<file path="src/rtl/fifo_stream_reader.sv">
// Read engine for sync_fifo: issues r_en, captures r_data one cycle later into a skid buffer, re-presents it on valid/ready (r_en to m_valid = 2 cycles).
// Back-pressure stops reads once buffered + in-flight words would exceed SKID_DEPTH; optional counters under FIFO_READER_STATS_EN.
module fifo_stream_reader #(
  parameter int WIDTH      = 9,
  parameter int SKID_DEPTH = 2
) (
  input  logic             clk,
  input  logic             rst,
  input  logic             enable,
  input  logic             fifo_empty,
  output logic             fifo_r_en,
  input  logic [WIDTH-1:0] fifo_r_data,
  input  logic             fifo_r_data_valid,
  output logic [WIDTH-1:0] m_data,
  output logic             m_valid,
  input  logic             m_ready,
  output logic             idle,
  output logic             err,
  output logic [31:0]      stat_words,
  output logic [31:0]      stat_stalls
);

  localparam int PW = $clog2(SKID_DEPTH);
  localparam int CW = $clog2(SKID_DEPTH + 1);
  localparam logic [CW:0]   DEPTH_C  = (CW+1)'(SKID_DEPTH);
  localparam logic [PW-1:0] LAST_PTR = PW'(SKID_DEPTH - 1);

  typedef enum logic [1:0] {
    ST_IDLE  = 2'd0,
    ST_RUN   = 2'd1,
    ST_DRAIN = 2'd2
  } state_t;

  state_t           state_q, state_d;
  logic [WIDTH-1:0] mem_q [SKID_DEPTH];
  logic [PW-1:0]    head_q, head_d;
  logic [PW-1:0]    tail_q, tail_d;
  logic [CW-1:0]    count_q, count_d;
  logic             inflight_q;
  logic             drop_q;
  logic             err_q, err_d;
  logic             pop;
  logic             cap;
  logic             full;
  logic [CW:0]      occ;

  function automatic logic [PW-1:0] ptr_inc(input logic [PW-1:0] p);
    return (p == LAST_PTR) ? '0 : p + PW'(1);
  endfunction

  always_comb begin
    m_valid   = (count_q != '0);
    m_data    = mem_q[head_q];
    pop       = m_valid && m_ready;
    full      = ({1'b0, count_q} == DEPTH_C);
    occ       = {1'b0, count_q} + (CW+1)'(inflight_q) - (CW+1)'(pop);
    fifo_r_en = (state_q == ST_RUN) && !fifo_empty && (occ < DEPTH_C);
    cap       = fifo_r_data_valid && inflight_q && (!full || pop);
    // drop_q marks the return of a read issued on the reset edge: discard silently
    err_d     = err_q || (fifo_r_data_valid && !drop_q && !cap);
    count_d   = count_q + CW'(cap) - CW'(pop);
    head_d    = pop ? ptr_inc(head_q) : head_q;
    tail_d    = cap ? ptr_inc(tail_q) : tail_q;
    idle      = (state_q == ST_IDLE);
    err       = err_q;
  end

  always_comb begin
    state_d = state_q;
    case (state_q)
      ST_IDLE:  if (enable) state_d = ST_RUN;
      ST_RUN:   if (!enable) state_d = ST_DRAIN;
      ST_DRAIN: if (count_q == '0 && !inflight_q) state_d = enable ? ST_RUN : ST_IDLE;
      default:  state_d = ST_IDLE;
    endcase
  end

  always_ff @(posedge clk) begin
    if (rst) begin
      state_q    <= ST_IDLE;
      head_q     <= '0;
      tail_q     <= '0;
      count_q    <= '0;
      inflight_q <= 1'b0;
      drop_q     <= fifo_r_en;
      err_q      <= 1'b0;
    end else begin
      state_q    <= state_d;
      head_q     <= head_d;
      tail_q     <= tail_d;
      count_q    <= count_d;
      inflight_q <= fifo_r_en;
      drop_q     <= 1'b0;
      err_q      <= err_d;
    end
  end

  always_ff @(posedge clk) begin
    if (rst) begin
      for (int i = 0; i < SKID_DEPTH; i++) mem_q[i] <= '0;
    end else if (cap) begin
      mem_q[tail_q] <= fifo_r_data;
    end
  end

`ifdef FIFO_READER_STATS_EN
  logic [31:0] words_q;
  logic [31:0] stalls_q;

  always_ff @(posedge clk) begin
    if (rst) begin
      words_q  <= '0;
      stalls_q <= '0;
    end else begin
      if (pop) words_q <= words_q + 32'd1;
      if (m_valid && !m_ready) stalls_q <= stalls_q + 32'd1;
    end
  end

  assign stat_words  = words_q;
  assign stat_stalls = stalls_q;
`else
  assign stat_words  = '0;
  assign stat_stalls = '0;
`endif

endmodule

</file>
<file path="config.mk">
export PLATFORM = sky130hd
export DESIGN_NAME = fifo_stream_reader
export DESIGN_NICKNAME = d
export VERILOG_FILES = /design/src/rtl/fifo_stream_reader.sv
export SDC_FILE = /design/constraint.sdc
export NUM_CORES = 1
export LEC_CHECK = 0
export BUFFER_PORTS_ARGS = -buffer_cell sky130_fd_sc_hd__buf_2
export CAP_MARGIN = 25
export CORE_MARGIN = 10
export CORE_UTILIZATION = 49
export CTS_CLUSTER_SIZE = 20
export DETAILED_ROUTE_END_ITERATION = 12
export HOLD_SLACK_MARGIN = 0.05
export PLACE_DENSITY = 0.95
export RECOVER_POWER = 50
export SLEW_MARGIN = 0
export SYNTH_ARGS = -nofsm -noshare
export SYNTH_HDL_FRONTEND = slang
export SYNTH_SLANG_ARGS = --single-unit
</file>
<file path="constraint.sdc">
create_clock -name clk -period 2.8 [get_ports clk]
set_clock_uncertainty 0.05 [all_clocks]
set_input_delay 0 -clock clk [delete_from_list [all_inputs] [get_ports clk]]
set_output_delay 0 -clock clk [all_outputs]
set_load 0.1 [all_outputs]
</file>
==> metrics.txt <==
Synth top area share=29.2%; Skew-Pair Late Insertion Delay=0.27 ns; CP arrival=2.46 ns; most frequent cells in the layout=conb_1, edfxtp_1, buf_2; die area=6630 sq um; Mapped Cells=184; largest area contributor in the netlist=edfxtp_1; CTS buffer count=3; Ant. Diodes=0; final cell utilization of the core=51.9%; Slowest-stage cell, CP=fa_1; sequential area share after synthesis=40.1%; max_slew headroom=20.6%; First-pass DRT Iterations=4; placed insts=251; CP startpoint=count_q[1]$_SDFF_PP0_; Worst path max stage delay=0.53 ns; Post-Route WL=3490 um; setup violators final=0; RSZ-0062 raised after global routing=no; crit path capture type=primary output; Max Cap Violations=0; DP Area=1770 sq um; drt initial violations=35; core box area=3660 sq um; commonest non-fill, non-tap cell in the layout=conb_1; met2 WL=1910 um; io pins=92; period utilization=89.8%; IO buf count=27; total power=1.23 mW; wl on met1=1150 um; Max clock buf depth=2; worst-case register-to-register setup slack=0.63 ns; Yosys reg bits=28; setup TNS=0 ns; Post-Syn Area per Cell=10.1 sq um; Min-Delay Path Class=in2reg; Power Dens Cells=649 nW/um^2; number of global-route vias before repair=1116; grt total ovfl=0; Root Buffer=clkbuf_8; first-pass GRT wire length=5270 um; DIE WIDTH=81.4 um; largest net degree at the start of global routing=25; Finished Cell Area=1900 sq um; ys flop type=edfxtp_1; HPWL after DPL=2700 um; Post-Layout Cell Count=266; ANT nets after route=0; antenna violations before repair=0; Initial Utilization=50.5%; worst slack at placement=0.568 ns; FF-to-FF End=mem_q[1][0]$_SDFFCE_PN0P_; Worst Setup Start Kind=flip-flop; gpl congestion=0.764; CTS tree=built; Synth async-reset ratio=0%; GRT Total Usage=9.83%; maximum vdd drop=293 uV; Layout Nets=236; # DRC=0; htree depth=1; Crit Path Class=reg2out; vias per cell=4.04; clock-pin slew on the worst setup and hold paths=0.09 ns; dominant cells by area after synthesis=edfxtp_1, buf_4, dfxtp_1; Reg-to-Reg Start=count_q[1]$_SDFF_PP0_; Leak=0.838 nW; Chip Height=81.4 um; Fmax achieved=0.398 GHz; CTS sink cnt=28; crit-path cells=o21ai_0 > nor2_1 > fa_1 > nand2_1 > nor4_4 > buf_2; Setup WS post-layout=0.285 ns; Final Hold Viols=0; Vias=1074; Netlist cell types=39; top routing layer used=met4; CP Max Fanout=11; worst-margin pin slew=1.20 ns; CP Capture Point=fifo_r_en; status=completed; synth warn=0; cell area after synthesis=1850 sq um; share of layout cells above drive strength 1=18.3%; row count=22; Layout Area Growth over Synthesis=2.77%; Post-synth EDFFs=18; Pins Over Slew Limit=0; wire length on met3=419 um; Setup Fix Bufs, Post-CTS=0; worst hold slack=0.0381 ns; R2R cell count=3; wire per inst=13.1 um; Crit path required time=2.75 ns; min Tclk post-route=2.51 ns
-- where the power goes --
part	switching, mW	internal (mW)
clock	0.117	0.0982
combinational	0.507	0.0465
sequential	0.0108	0.454
total	0.635	0.598
-- sequential cells by signal, indices dropped and copies added, names as in the netlist, named ones only --
signal and count:
mem_q 18, count_q 2, err 1, inflight_q 1, drop_q 1, tail_q 1
head_q 1, state_q 2
-- worst max-delay path: cells and delay by family, from the launching register on --
| kind | cells | cell delay, ns |
|---|---|---|
| compound gates | 1 | 0.30 |
| simple gates | 3 | 0.46 |
| fa+ha+maj | 1 | 0.53 |
| flops | 1 | 0.43 |
| buf+inv | 1 | 0.48 |
-- layer usage --
layer  vias to the layer above  global-route usage, %
met5                         -                      0
li1                        542                      -
met4                         0                   2.08
met2                        45                   19.4
met3                         2                   3.49
met1                       485                   9.44
-- Yosys cell counts (2+ instances only) --
cell	number
and3b_1	2
or3_1	2
buf_2	2
edfxtp_1	18
xor2_1	3
a21oi_1	3
buf_6	2
nor2_2	9
nand2b_1	12
o21ai_0	3
nor2b_1	3
mux2_2	9
clkbuf_1	3
dfxtp_1	10
nor2_1	14
buf_4	64
nand2_1	3
-- worst min path at each step --
stage | cells after the start | endpoint | start
floorplan | 1 | fifo_r_en | fifo_empty
global placement | 2 | state_q[0]$_SDFFE_PP0P_ | enable
detailed placement | 2 | state_q[0]$_SDFFE_PP0P_ | enable
CTS | 3 | count_q[1]$_SDFF_PP0_ | m_ready
global route | 3 | count_q[1]$_SDFF_PP0_ | m_ready
finish | 3 | count_q[1]$_SDFF_PP0_ | m_ready
-- cell type report --
| type | instances | area, sq um |
|---|---|---|
| clock inverter | 1 | 3.75 |
| multi-input combinational | 147 | 821 |
| inverter | 1 | 3.75 |
| sequential | 28 | 741 |
| clock buffer | 3 | 41.3 |
| fill | 374 | 1760 |
| tap | 48 | 60.1 |
| timing repair buffer | 38 | 230 |
-- kinds of logic (layout without fill, tap and decap cells) --
| kind of cell | after synthesis | in the layout | share of synthesized area [%] |
|---|---|---|---|
| buffers and inverters | 72 | 43 | 28.6 |
| and+or+nand+nor | 56 | 56 | 17.7 |
| DFF | 28 | 28 | 40.1 |
| AOI/OAI and AO/OA | 11 | 11 | 3.79 |
| muxes | 10 | 10 | 6.02 |
| xor gates and xnor gates | 4 | 4 | 1.89 |
| adders and majority gates | 2 | 2 | 1.76 |
| other | 1 | 64 | 0.203 |
-- timing repair --
item                      CTS  global route
gates resized for setup     0             0
hold endpoints to repair   21             0
hold buffers               11             0
Note: power is estimated with default switching activity, not from simulation.
